File: src/rtl/perf_sig_monitor.sv
// perf_sig_monitor: passive observer on the rv32i data-memory write bus and
// fetch PC. Counts run cycles, PC changes and stores from enable until the
// program writes its PASS flag, and keeps a byte-lane accurate copy of the
// 4-word signature region so results can be read without touching d_mem.
module perf_sig_monitor #(
  parameter logic [7:0]  PASS_ADDR      = 8'h08,
  parameter logic [7:0]  SIG_BASE       = 8'h80,
  parameter int unsigned TIMEOUT_CYCLES = 50000
) (
  input  logic        clk,
  input  logic        n_rst,
  input  logic        en,
  input  logic        clr,
  input  logic [7:0]  pc,
  input  logic        wr_en,
  input  logic [7:0]  wr_addr,
  input  logic [1:0]  mode,
  input  logic [31:0] d_in,
  input  logic [1:0]  sig_sel,
  output logic [31:0] sig_data,
  output logic [31:0] cycle_cnt,
  output logic [31:0] fetch_cnt,
  output logic [15:0] store_cnt,
  output logic        done,
  output logic        pass,
  output logic        timeout
);

  typedef enum logic [1:0] {
    IDLE = 2'd0,
    RUN  = 2'd1,
    DONE = 2'd2,
    TOUT = 2'd3
  } state_t;

  // Value of cycle_cnt during the last cycle that may still end in a PASS.
  localparam logic [31:0] TOUT_LAST = 32'(TIMEOUT_CYCLES - 32'd1);

  state_t      state;
  state_t      state_nxt;
  logic [7:0]  pc_q;
  logic [31:0] sig [4];

  logic        in_run;
  logic        pass_hit;
  logic        pass_val;
  logic        sig_hit;
  logic        tout_hit;
  logic [3:0]  lane_en;
  logic [31:0] lane_data;

  assign in_run   = (state == RUN);
  assign pass_hit = wr_en && (wr_addr[7:2] == PASS_ADDR[7:2]);
  // Mode 11 is treated as a word store, so only mode[1] matters here.
  assign pass_val = mode[1] && (d_in == 32'h1);
  assign sig_hit  = wr_en && (wr_addr[7:4] == SIG_BASE[7:4]);
  assign tout_hit = (cycle_cnt == TOUT_LAST);
  assign sig_data = sig[sig_sel];

  // Byte-lane enables and lane-replicated data for the store being observed.
  always_comb begin
    lane_en   = 4'b1111;
    lane_data = d_in;
    case (mode)
      2'b00: begin
        lane_en   = 4'b0001 << wr_addr[1:0];
        lane_data = {4{d_in[7:0]}};
      end
      2'b01: begin
        lane_en   = wr_addr[1] ? 4'b1100 : 4'b0011;
        lane_data = {2{d_in[15:0]}};
      end
      default: begin
        lane_en   = 4'b1111;
        lane_data = d_in;
      end
    endcase
  end

  // Next-state: a PASS store beats a timeout landing in the same cycle.
  always_comb begin
    state_nxt = state;
    case (state)
      IDLE:    if (en) state_nxt = RUN;
      RUN: begin
        if (pass_hit)      state_nxt = DONE;
        else if (tout_hit) state_nxt = TOUT;
      end
      default: state_nxt = state;
    endcase
    if (clr) state_nxt = IDLE;
  end

  // State register and the previous-PC tracker, which loads in every state.
  always_ff @(posedge clk or negedge n_rst) begin
    if (!n_rst) begin
      state <= IDLE;
      pc_q  <= '0;
    end else begin
      state <= state_nxt;
      pc_q  <= pc;
    end
  end

  // Run counters; they only advance in RUN, store_cnt saturates.
  always_ff @(posedge clk or negedge n_rst) begin
    if (!n_rst) begin
      cycle_cnt <= '0;
      fetch_cnt <= '0;
      store_cnt <= '0;
    end else if (clr) begin
      cycle_cnt <= '0;
      fetch_cnt <= '0;
      store_cnt <= '0;
    end else if (in_run) begin
      cycle_cnt <= cycle_cnt + 32'd1;
      if (pc != pc_q)                    fetch_cnt <= fetch_cnt + 32'd1;
      if (wr_en && store_cnt != 16'hFFFF) store_cnt <= store_cnt + 16'd1;
    end
  end

  // Sticky result flags, set on the edge of the deciding RUN cycle.
  always_ff @(posedge clk or negedge n_rst) begin
    if (!n_rst) begin
      done    <= 1'b0;
      pass    <= 1'b0;
      timeout <= 1'b0;
    end else if (clr) begin
      done    <= 1'b0;
      pass    <= 1'b0;
      timeout <= 1'b0;
    end else if (in_run) begin
      if (pass_hit) begin
        done <= 1'b1;
        pass <= pass_val;
      end else if (tout_hit) begin
        timeout <= 1'b1;
      end
    end
  end

  // Signature capture, byte-lane merged; the store that ends the run still lands.
  always_ff @(posedge clk or negedge n_rst) begin
    if (!n_rst) begin
      for (int w = 0; w < 4; w++) sig[w] <= '0;
    end else if (clr) begin
      for (int w = 0; w < 4; w++) sig[w] <= '0;
    end else if (in_run && sig_hit) begin
      for (int b = 0; b < 4; b++) begin
        if (lane_en[b]) sig[wr_addr[3:2]][8*b +: 8] <= lane_data[8*b +: 8];
      end
    end
  end

endmodule
File: config.mk
export PLATFORM = sky130hd
export DESIGN_NAME = perf_sig_monitor
export DESIGN_NICKNAME = d
export VERILOG_FILES = /design/src/rtl/perf_sig_monitor.sv
export SDC_FILE = /design/constraint.sdc
export NUM_CORES = 1
export LEC_CHECK = 0
export ABC_CLOCK_PERIOD_IN_PS = 2550
export CORE_UTILIZATION = 50
export DETAILED_ROUTE_END_ITERATION = 8
export HOLD_SLACK_MARGIN = 0.12
export PLACE_DENSITY = 0.75
export SLEW_MARGIN = 10
export SYNTH_ARGS = -nofsm -noshare
export SYNTH_HDL_FRONTEND = slang
export SYNTH_SLANG_ARGS = --single-unit
export TNS_END_PERCENT = 100
File: constraint.sdc
create_clock -name clk -period 2.55 [get_ports clk]
set_input_delay 0.51 -clock clk [delete_from_list [all_inputs] [get_ports clk]]
set_output_delay 0.51 -clock clk [all_outputs]
set_load 0.02 [all_outputs]
==> results of run 1 <==
==> cell usage after synthesis (all sizes together) (2+ instances only) <==
| master | n |
|---|---|
| a21oi | 70 |
| o21bai | 2 |
| a21o | 2 |
| clkbuf | 40 |
| or4b | 3 |
| o41ai | 2 |
| mux4 | 32 |
| or2 | 12 |
| o2111ai | 5 |
| mux2i | 42 |
| and2 | 11 |
| a211oi | 4 |
| nor3 | 10 |
| nand2 | 157 |
| or4 | 12 |
| buf | 26 |
| nor2 | 84 |
| o21ai | 20 |
| nor4 | 21 |
| inv | 13 |
| dfrtp | 221 |
| o21a | 3 |
| nand3 | 43 |
| o211ai | 7 |
| nand4 | 20 |
| ha | 3 |
| xor2 | 20 |
| nor4b | 3 |
| and4 | 12 |
| nand3b | 2 |
| xnor2 | 33 |
| nand2b | 8 |
| and3b | 2 |
| and3 | 15 |
| or3 | 15 |
| o31ai | 107 |
==> routing by layer <==
layer  vias up  share of wire
li1       4385              -
met1      4719           0.42
met2       370           0.47
met3        49          0.089
met4         0          0.020
met5         -              0
==> power groups by stage <==
stage | logic (uW) | registers (uW) | clock network [uW]
2_1_floorplan | 375 | 3670 | 0
3_3_place_gp | 786 | 3670 | 0
3_5_place_dp | 795 | 3680 | 0
4_1_cts | 789 | 3610 | 3620
5_1_grt | 850 | 3620 | 3770
6_report | 789 | 3620 | 3560
==> worst register-to-register path, stage by stage (launching register included) <==
cell,delay [ps]
dfrtp_1,440
nor2b_2,340
nand4_1,280
or4_1,630
or3_1,370
a21oi_1,160
==> what timing repair did <==
action,4_1_cts,5_1_grt
hold buffers,1,0
setup endpoints to repair,32,2
resized for setup,32,1
gates cloned,0,0
endpoints found under the hold margin,67,0
==> cell type report <==
type	count	area (um^2)
Tap cell	280	350
Timing Repair Buffer	231	2320
Sequential cell	221	5530
Clock buffer	40	742
Fill cell	1802	7490
Multi-Input combinational cell	790	5340
Antenna cell	2	5.00
Inverter	13	48.8
Clock inverter	3	65.1
==> registers in the layout, summed over array words and instances, names as in the netlist <==
| register | flops |
|---|---|
| sig | 128 |
| cycle_cnt | 32 |
| fetch_cnt | 32 |
| store_cnt | 16 |
| pc_q | 8 |
| state | 2 |
| done | 1 |
| pass | 1 |
| timeout | 1 |
==> metrics by stage <==
stage / hold WS, ps / util / worst slack (ps) / power, uW
after CTS: 474 / 0.657 / 77.2 / 8020
after floorplan: 214 / - / 130 / 4050
final: 472 / 0.658 / 67.8 / 7970
after global routing: 485 / 0.658 / 24.2 / 8240
after detailed placement: 462 / 0.622 / -184 / 4470
after global placement: 456 / 0.622 / -184 / 4460
==> worst paths after layout <==
path                                  from             to  slack, ps  cells after the start
worst min register to register     sig[42]        sig[42]        470                      2
max in group asynchronous            n_rst         sig[2]       1240                      3
worst max register to register    state[0]  cycle_cnt[26]        260                      5
min in group asynchronous            n_rst       sig[122]        560                      2
worst max-delay path            sig_sel[1]    sig_data[7]         70                      4
worst min-delay path               sig[42]        sig[42]        470                      2
==> kinds of logic (layout without fill, tap and decap cells) <==
logic type / count (synthesis) / in the layout / synth area share
flops: 221 / 221 / 0.494
mux: 74 / 74 / 0.102
fa+ha+maj: 3 / 3 / 0.00335
xor+xnor: 53 / 53 / 0.0414
buf+inv: 79 / 287 / 0.0306
other cells: 0 / 2 / 0
simple gates: 434 / 434 / 0.195
compound gates: 226 / 226 / 0.135
==> results by group, run 1 <==
Floorplanning
  – Die area: about 23000 um^2
  – Initial core utilization: 0.512
  – Die Ht: about 150 um
  – FP Rows: 54
  – Core area: roughly 22000 um^2
  – Ports: about 170
  – Die width: about 150 um

STA
  – Final Slew Violations: 0
  – Achievable Freq: ~400 MHz
  – Setup TNS: 0 ps
  – Slew HR: 0.528
  – Tmin final: between 2000 and 2500 ps
  – Skew final: approximately 7 ps
  – Hold Fails Final Rpt: 0
  – Worst Tran Pin Value: slightly above 700 ps
  – Final setup vio count: 0
  – RSZ-0062 raised after global routing: false
  – Tcrit/Tclk final: 0.973

Global route
  – Global-route met2 utilization: 0.456
  – GRT met3 Usage: 0.0710
  – Vias in the first global route: 9540
  – Total track usage: 0.283
  – Largest net degree at the start of global routing: 72
  – Initial antenna violation count: 0
  – Met1 usage: 0.380
  – Total global routing overflow: 0
  – Gr busiest metal: met2
  – First-pass GRT wire length: a little over 50000 um

Worst setup path
  – Worst Path Arrival: roughly 2000 ps
  – CP Capture Type: output pin
  – CP startpoint kind: input pin
  – Critical Path Fanout Max: 9
  – Cell family with most CP delay: buffers and inverters
  – CP peak stage delay: about 540 ps
  – Buf/Inv on CP: 3
  – CP max stage cell: clkdlybuf4s50_1
  – CP required: slightly above 2000 ps
  – Critical Path, Cell by Cell: clkdlybuf4s50_1 -> buf_4 -> mux4_2 -> dlygate4sd2_1
  – WS Path Type: input pin to output pin

Min path
  – Worst hold path type: flip-flop to flip-flop

Place
  – Port Buf Inserts: approximately 170
  – Hpwl dp: between 20000 and 25000 um
  – Routability cong.: about 0.9
  – Post-Place Cells: 1534
  – Cell area after placement: between 10000 and 15000 um^2

Status
  – Outcome: complete, no violations

Pwr
  – Worst vdd ir: about 0.43 mV
  – Switching pwr: roughly 1900 uW
  – Power per cell area: approximately 550 nW/um^2
  – Combinational power share: 0.099
  – Flop pwr share: 0.454
  – P_int: ~6100 uW
  – Clock Power Share: 0.447
  – Switching part of the total: 0.240
  – P_leak: 0.00597 uW

Synthesis
  – Area leader, netlist: dfrtp_1
  – Most used DFF post-synth: dfrtp_1
  – Number of synthesized register bits: around 220
  – EDFF count, synth: 0
  – Synth top area cells: dfrtp_1, o31ai_1, mux4_2
  – Avg Inst Size Synth: approximately 10 um^2
  – Yosys warns: 0
  – Sequential-to-total area share from yosys stat: 0.494
  – Synthesized Nets: between 1k and 1.5k
  – Mapped cell area: 11200 um^2
  – Synth Instances: around 1.1k
  – Post-synth top area share: 0.494
  – Synth unique cells: 54
  – Async SR Flop Fraction: 1.00

Detailed routing
  – Vias: 9523
  – Routed Wire Length: 31500 um
  – DRC violations left: 0
  – TritonRoute pass-1 iters: 5
  – Antenna Violating Nets Remaining: 0
  – Wire per inst: between 15 and 20 um
  – Vias per cell: around 6
  – Initial DRC Count: between 600 and 700

Finish
  – Most common cell after layout, fill and taps aside: dfrtp_1
  – Fraction of layout cells with a size suffix above 1: 0.117
  – Design area: 14400 um^2
  – Net count, final: roughly 1.3k
  – Leading cell types in the layout, fill and taps excluded: dfrtp_1, nand2_1, clkdlybuf4s50_1
  – Synth-to-Final Area Change: 28.5%
  – Layout Cells excl Fill: 1580

Clocking
  – Root Buffer: clkbuf_16
  – CTS Buffer Depth: 3
  – Worst-path clk slew: roughly 50 ps
  – Post CTS Setup Buffer Count: 0
  – CTS Sinks: between 200 and 250
  – Htree depth: 1
  – Clk_lat worst skew: between 500 and 600 ps
  – CTS tree: built
  – CTS Buf Count: 25

Run
  – MaxCap Viol Count: 0
Note: power is estimated with default switching activity, not from simulation.
==> run 2, diff against run 1 <==
- SETUP_SLACK_MARGIN: default -> 0.05
==> run 2 against run 1 <==
Wire length is 0.57% higher. Count of clock-buffer cells in the layout stayed put. Final cell count hardly changed. Sequential cell count stayed put. Critical endpoint unchanged. Highest routed layer unchanged.
==> results by group, run 2 (same netlist as run 1, synthesis figures left out) <==
Status
  – Outcome: complete, no violations

Pwr
  – Switching pwr: 1920 uW (about the same)
  – Combinational power share: 0.100 (about the same)
  – Switching part of the total: 0.240 (about the same)
  – P_int: 6060 uW (about the same)
  – Worst vdd ir: 0.433 mV (about the same)
  – Clock Power Share: 0.447 (about the same)
  – Total power: 7970 uW (about the same)
  – Flop pwr share: 0.453 (about the same)
  – Power per cell area: 552 nW/um^2 (-0.15%)
  – P_leak: 0.00599 uW (+0.38%)

Run
  – MaxCap Viol Count: 0 (unchanged)

Global route
  – Total global routing overflow: 0 (unchanged)
  – Largest net degree at the start of global routing: 72 (unchanged)
  – Initial antenna violation count: 0 (unchanged)
  – First-pass GRT wire length: 50700 um (unchanged)
  – Vias in the first global route: 9540 (unchanged)
  – Total track usage: 0.283 (unchanged)

Floorplanning
  – Die area: 23000 um^2 (unchanged)
  – Ports: 172 (unchanged)
  – Core area: 21900 um^2 (unchanged)
  – FP Rows: 54 (unchanged)
  – Die Ht: 152 um (unchanged)
  – Initial core utilization: 0.512 (unchanged)
  – Die width: 152 um (unchanged)

Clocking
  – Clk_lat worst skew: 510 ps (about the same)
  – Worst-path clk slew: 50 ps (about the same)
  – CTS tree: built
  – Htree depth: 1 (unchanged)
  – CTS Buffer Depth: 3 (unchanged)
  – CTS Buf Count: 25 (unchanged)
  – Root Buffer: clkbuf_16
  – CTS Sinks: 221 (unchanged)

Finish
  – Largest Register: sig
  – Leading cell types in the layout, fill and taps excluded: dfrtp_1, nand2_1, clkdlybuf4s50_1
  – Layout Cells excl Fill: 1581 (+0.063%)
  – Final Util: 0.659 (+0.00143)
  – Top Registers: sig (128), cycle_cnt (32), fetch_cnt (32)
  – Fillers: 1799 (-0.17%)
  – Max FFs per register: 128 (unchanged)
  – Fraction of layout cells with a size suffix above 1: 0.118 (+0.000680)
  – Synth-to-Final Area Change: 28.8%
  – Net count, final: 1343 (+0.075%)
  – Most common cell after layout, fill and taps aside: dfrtp_1

Worst setup path
  – Reg2reg end: cycle_cnt[26]
  – FF-to-FF Start: state[0]
  – Flop2flop setup slack: 250 ps (about the same)
  – CP startpoint kind: input pin
  – WS Path Type: input pin to output pin
  – Worst Path Arrival: 1800 ps (-170 ps)
  – Worst r2r path cells: 5 (unchanged)
  – CP required: 2040 ps (about the same)
  – Critical Path Fanout Max: 14 (+5)
  – CP Capture Type: output pin

Detailed routing
  – DRC violations left: 0 (unchanged)
  – Wire per inst: 20.0 um (+0.51%)
  – Antenna Violating Nets Remaining: 0 (unchanged)
  – Routed Wire Length: 31700 um (+0.57%)
  – Initial DRC Count: 610 (-9.1%)
  – TritonRoute pass-1 iters: 5 (unchanged)
  – Vias per cell: 6.07 (+0.71%)
  – Vias: 9597 (+0.78%)

STA
  – Tcrit/Tclk final: 0.905 (-0.0687)
  – Final setup margin: 243 ps (+175 ps)
  – Worst Tran Pin Value: 713 ps (+5.94 ps)
  – RSZ-0062 raised after global routing: false
  – Final setup vio count: 0 (unchanged)
  – Hold Fails Final Rpt: 0 (unchanged)
  – Tmin final: 2310 ps (-175 ps)
  – Slew HR: 0.524 (-0.00396)
  – Skew final: 8.54 ps (+1.69 ps)
  – Setup TNS: 0 ps (unchanged)
  – Achievable Freq: 433 MHz (+7.6%)
  – Final Slew Violations: 0 (unchanged)

Place
  – Hpwl dp: 22100 um (unchanged)
  – Port Buf Inserts: 171 (unchanged)
  – Worst slack, placed: -184 ps (unchanged)
  – Post-Place Cells: 1534 (unchanged)
  – Routability cong.: 0.915 (unchanged)

Min path
  – Worst Hold End: sig[42]
  – Hold Crit Depth: 2 (unchanged)
  – HP Start: sig[42]
  – Worst hold path type: flip-flop to flip-flop
run 2: power by group through the flow:
stage	clock, uW	combinational [uW]	sequential (uW)
after CTS	3620	789	3610
after floorplan	0	375	3670
after global routing	3770	857	3620
final	3560	795	3620
after detailed placement	0	795	3680
after global placement	0	786	3670
run 2: area by class of cell:
| cell class | instances | area, um^2 | area share |
|---|---|---|---|
| repair buffers | 232 | 2350 | 0.163 |
| clock inverters | 3 | 65.1 | 0.00451 |
| well taps | 280 | 350 | 0.0243 |
| clock buffers | 40 | 742 | 0.0514 |
| flip-flops and latches | 221 | 5530 | 0.383 |
| diodes | 2 | 5.00 | 0.000347 |
| multi-input cells | 790 | 5340 | 0.370 |
| inverters | 13 | 48.8 | 0.00338 |
run 2: worst max path at each step:
stage                           from             to  slack (ps)  cells after the start
after floorplan           sig_sel[0]   sig_data[10]         130                      3
after global placement         wr_en        sig[33]        -180                      8
after detailed placement       wr_en        sig[39]        -180                      8
after CTS                 sig_sel[1]    sig_data[7]          80                      4
after global routing        state[0]  cycle_cnt[26]         100                      5
final                     sig_sel[0]    sig_data[7]         240                      4
run 2: worst max-delay path: stages:
cell and delay, ps:
buf_2 190, buf_12 200, mux4_2 540, dlygate4sd2_1 340
run 2: per-layer routing:
layer | GRT usage | vias to the layer above | routed length [um]
met3 | 0.0710 | 55 | 3110
met1 | 0.380 | 4727 | 13000
li1 | - | 4395 | -
met5 | 0 | - | 0
met4 | 0.0757 | 0 | 759
met2 | 0.456 | 420 | 14800
run 2: timing repair:
| item | in CTS | in global routing |
|---|---|---|
| endpoints found under the hold margin | 67 | 0 |
| endpoints found under the setup margin | 32 | 6 |
| pin swaps | 0 | 0 |
| buffers inserted | 0 | 0 |
| gates cloned | 0 | 1 |
| gates resized for setup | 32 | 3 |
| hold buffers | 1 | 0 |
run 2: per-stage QoR:
stage / hold slack [ps] / instance area [um^2]
floorplan: 214 / 11200
global placement: 456 / 13600
detailed placement: 462 / 13600
CTS: 474 / 14400
global route: 485 / 14400
finish: 471 / 14400
==> run 3, diff against run 2 <==
- ABC_CLOCK_PERIOD_IN_PS: 2550 -> 2500
- clock period: 2.55 -> 2.5 ns (I/O delays scaled with it)
==> run 3 against run 2 <==
Global-route usage about the same. Design area is 0.82% higher. Sequential share of layout area fell by 0.31 points. Core utilization rose by 0.54 points. Power up 2.6%. Clock skew is 4.2 ps lower. Largest cell class unchanged. Critical path depth did not move. Hold slack better by 0.54 ps. Highest routed layer is now met5. Clock power increased by 3%. Sequential power increased by 2%.
==> results by group, run 3 (same netlist as run 1, synthesis figures left out) <==
Finish
  – Net count, final: 1353 (+0.74%)
  – Fraction of layout cells with a size suffix above 1: 0.129 (+0.0111)
  – Synth-to-Final Area Change: 29.8%
  – Fillers: 1745 (-3.0%)
  – Most common cell after layout, fill and taps aside: dfrtp_1
  – Top Registers: sig (128), cycle_cnt (32), fetch_cnt (32)
  – Design area: 14500 um^2 (+0.82%)
  – Largest Register: sig
  – Max FFs per register: 128 (unchanged)
  – Leading cell types in the layout, fill and taps excluded: dfrtp_1, nand2_1, clkdlybuf4s50_1

Clocking
  – Post CTS Setup Buffer Count: 0 (unchanged)
  – Worst-path clk slew: 60 ps (about the same)
  – Root Buffer: clkbuf_16
  – CTS Buf Count: 24 (-4.0%)
  – CTS Buffer Depth: 3 (unchanged)
  – CTS Sinks: 221 (unchanged)
  – Clk_lat worst skew: 510 ps (about the same)
  – CTS tree: built
  – Htree depth: 1 (unchanged)

Worst setup path
  – Flop2flop setup slack: 300 ps (+50 ps)
  – CP peak stage delay: 550 ps (about the same)
  – CP startpoint kind: input pin
  – CP max stage cell: clkdlybuf4s50_1
  – Worst r2r path cells: 5 (unchanged)
  – FF-to-FF Start: state[0]
  – CP required: 2000 ps (-40 ps)
  – Critical Path, Cell by Cell: buf_2 -> buf_4 -> mux4_2 -> clkdlybuf4s50_1
  – WS Path Type: input pin to output pin
  – Reg2reg end: cycle_cnt[30]
  – Worst Path Arrival: 1920 ps (+120 ps)
  – CP Capture Type: output pin
  – Critical Path Fanout Max: 4 (-10)

Pwr
  – Power per cell area: 562 nW/um^2 (+1.7%)
  – P_leak: 0.00609 uW (+1.7%)
  – Total power: 8180 uW (+2.6%)
  – Worst vdd ir: 0.457 mV (+5.5%)

Floorplanning
  – Die area: 23000 um^2 (unchanged)
  – Initial core utilization: 0.512 (unchanged)
  – Die Ht: 152 um (unchanged)
  – Ports: 172 (unchanged)
  – Die width: 152 um (unchanged)
  – FP Rows: 54 (unchanged)
  – Core area: 21900 um^2 (unchanged)

STA
  – Final setup vio count: 0 (unchanged)
  – Final Slew Violations: 0 (unchanged)
  – Skew final: 4.33 ps (-4.21 ps)
  – Worst hold slack: 471 ps (+0.541 ps)
  – Achievable Freq: 414 MHz
  – Hold Fails Final Rpt: 0 (unchanged)
  – RSZ-0062 raised after global routing: false
  – Worst Tran Pin Value: 670 ps (-43.9 ps)
  – Slew HR: 0.554 (+0.0293)
  – Tmin final: roughly 2400 ps
  – Tcrit/Tclk final: 0.967

Run
  – MaxCap Viol Count: 0 (unchanged)

Global route
  – First-pass GRT wire length: 50400 um (-0.57%)
  – Vias in the first global route: 9450 (-0.94%)
  – Initial antenna violation count: 1 (+1)
  – Total global routing overflow: 0 (unchanged)
  – Total track usage: 0.283 (about the same)
  – Largest net degree at the start of global routing: 72 (unchanged)

Detailed routing
  – Vias per cell: 5.99 (-1.3%)
  – TritonRoute pass-1 iters: 5 (unchanged)
  – Initial DRC Count: 517 (-15%)
  – Antenna Violating Nets Remaining: 0 (unchanged)
  – Vias: 9539 (-0.60%)
  – DRC violations left: 0 (unchanged)
  – Wire per inst: 19.9 um (-0.56%)
  – Routed Wire Length: 31700 um (+0.14%)

Place
  – Routability cong.: 0.889 (-2.8%)
  – Cell area after placement: 13700 um^2 (+0.70%)
  – Port Buf Inserts: 171 (unchanged)
  – Hpwl dp: 22200 um (+0.41%)

Min path
  – Worst Hold End: sig[125]
  – HP Start: sig[125]
  – Worst hold path type: flip-flop to flip-flop
  – Hold Crit Depth: 2 (unchanged)

Status
  – Outcome: complete, no violations
run 3: area by class of cell:
cell class / instances / area (um^2) / area share
flip-flops and latches: 221 / 5530 / 0.380
multi-input cells: 790 / 5340 / 0.367
repair buffers: 243 / 2460 / 0.169
clock buffers: 33 / 686 / 0.0471
well taps: 280 / 350 / 0.0241
clock inverters: 11 / 135 / 0.00929
inverters: 13 / 48.8 / 0.00335
diodes: 1 / 2.50 / 0.000172
run 3: how the worst max path moves through the flow:
stage	start	endpoint	cells after the start	slack (ps)
after detailed placement	wr_en	sig[103]	8	-240
after floorplan	sig_sel[0]	sig_data[10]	3	100
after global routing	sig_sel[0]	sig_data[14]	4	50
final	sig_sel[0]	sig_data[14]	4	80
after global placement	wr_en	sig[98]	8	-200
after CTS	sig_sel[0]	sig_data[20]	4	50
run 3: timing repair:
action	CTS	global route
endpoints found under the hold margin	66	0
resized for setup	29	4
hold buffers	1	0
endpoints found under the setup margin	32	4
cloned	1	0
run 3: through the flow:
stage,instances,TNS (ps),utilization,setup WS (ps)
3_3_place_gp,1545,-14480,0.626,-196
5_1_grt,1591,0,0.664,51.2
2_1_floorplan,1090,0,-,99.5
6_report,1592,0,0.665,83.7
3_5_place_dp,1545,-21020,0.626,-236
4_1_cts,1591,0,0.664,53.4
run 3: where the power goes:
| part | leakage, uW | switching (uW) | total [uW] | internal (uW) |
|---|---|---|---|---|
| logic | 0.00264 | 492 | 826 | 334 |
| registers | 0.00305 | 46.5 | 3690 | 3640 |
| clock network | 0.000402 | 1440 | 3660 | 2230 |
run 3: critical path, delay by kind of cell:
| kind | cells | cell delay (ps) |
|---|---|---|
| buffers and inverters | 3 | 910 |
| multiplexers | 1 | 500 |
run 3: metal layers:
metal,share of wire,GRT usage
met1,0.41,0.381
met2,0.47,0.454
met3,0.090,0.0641
met4,0.029,0.0906
met5,0.00041,0
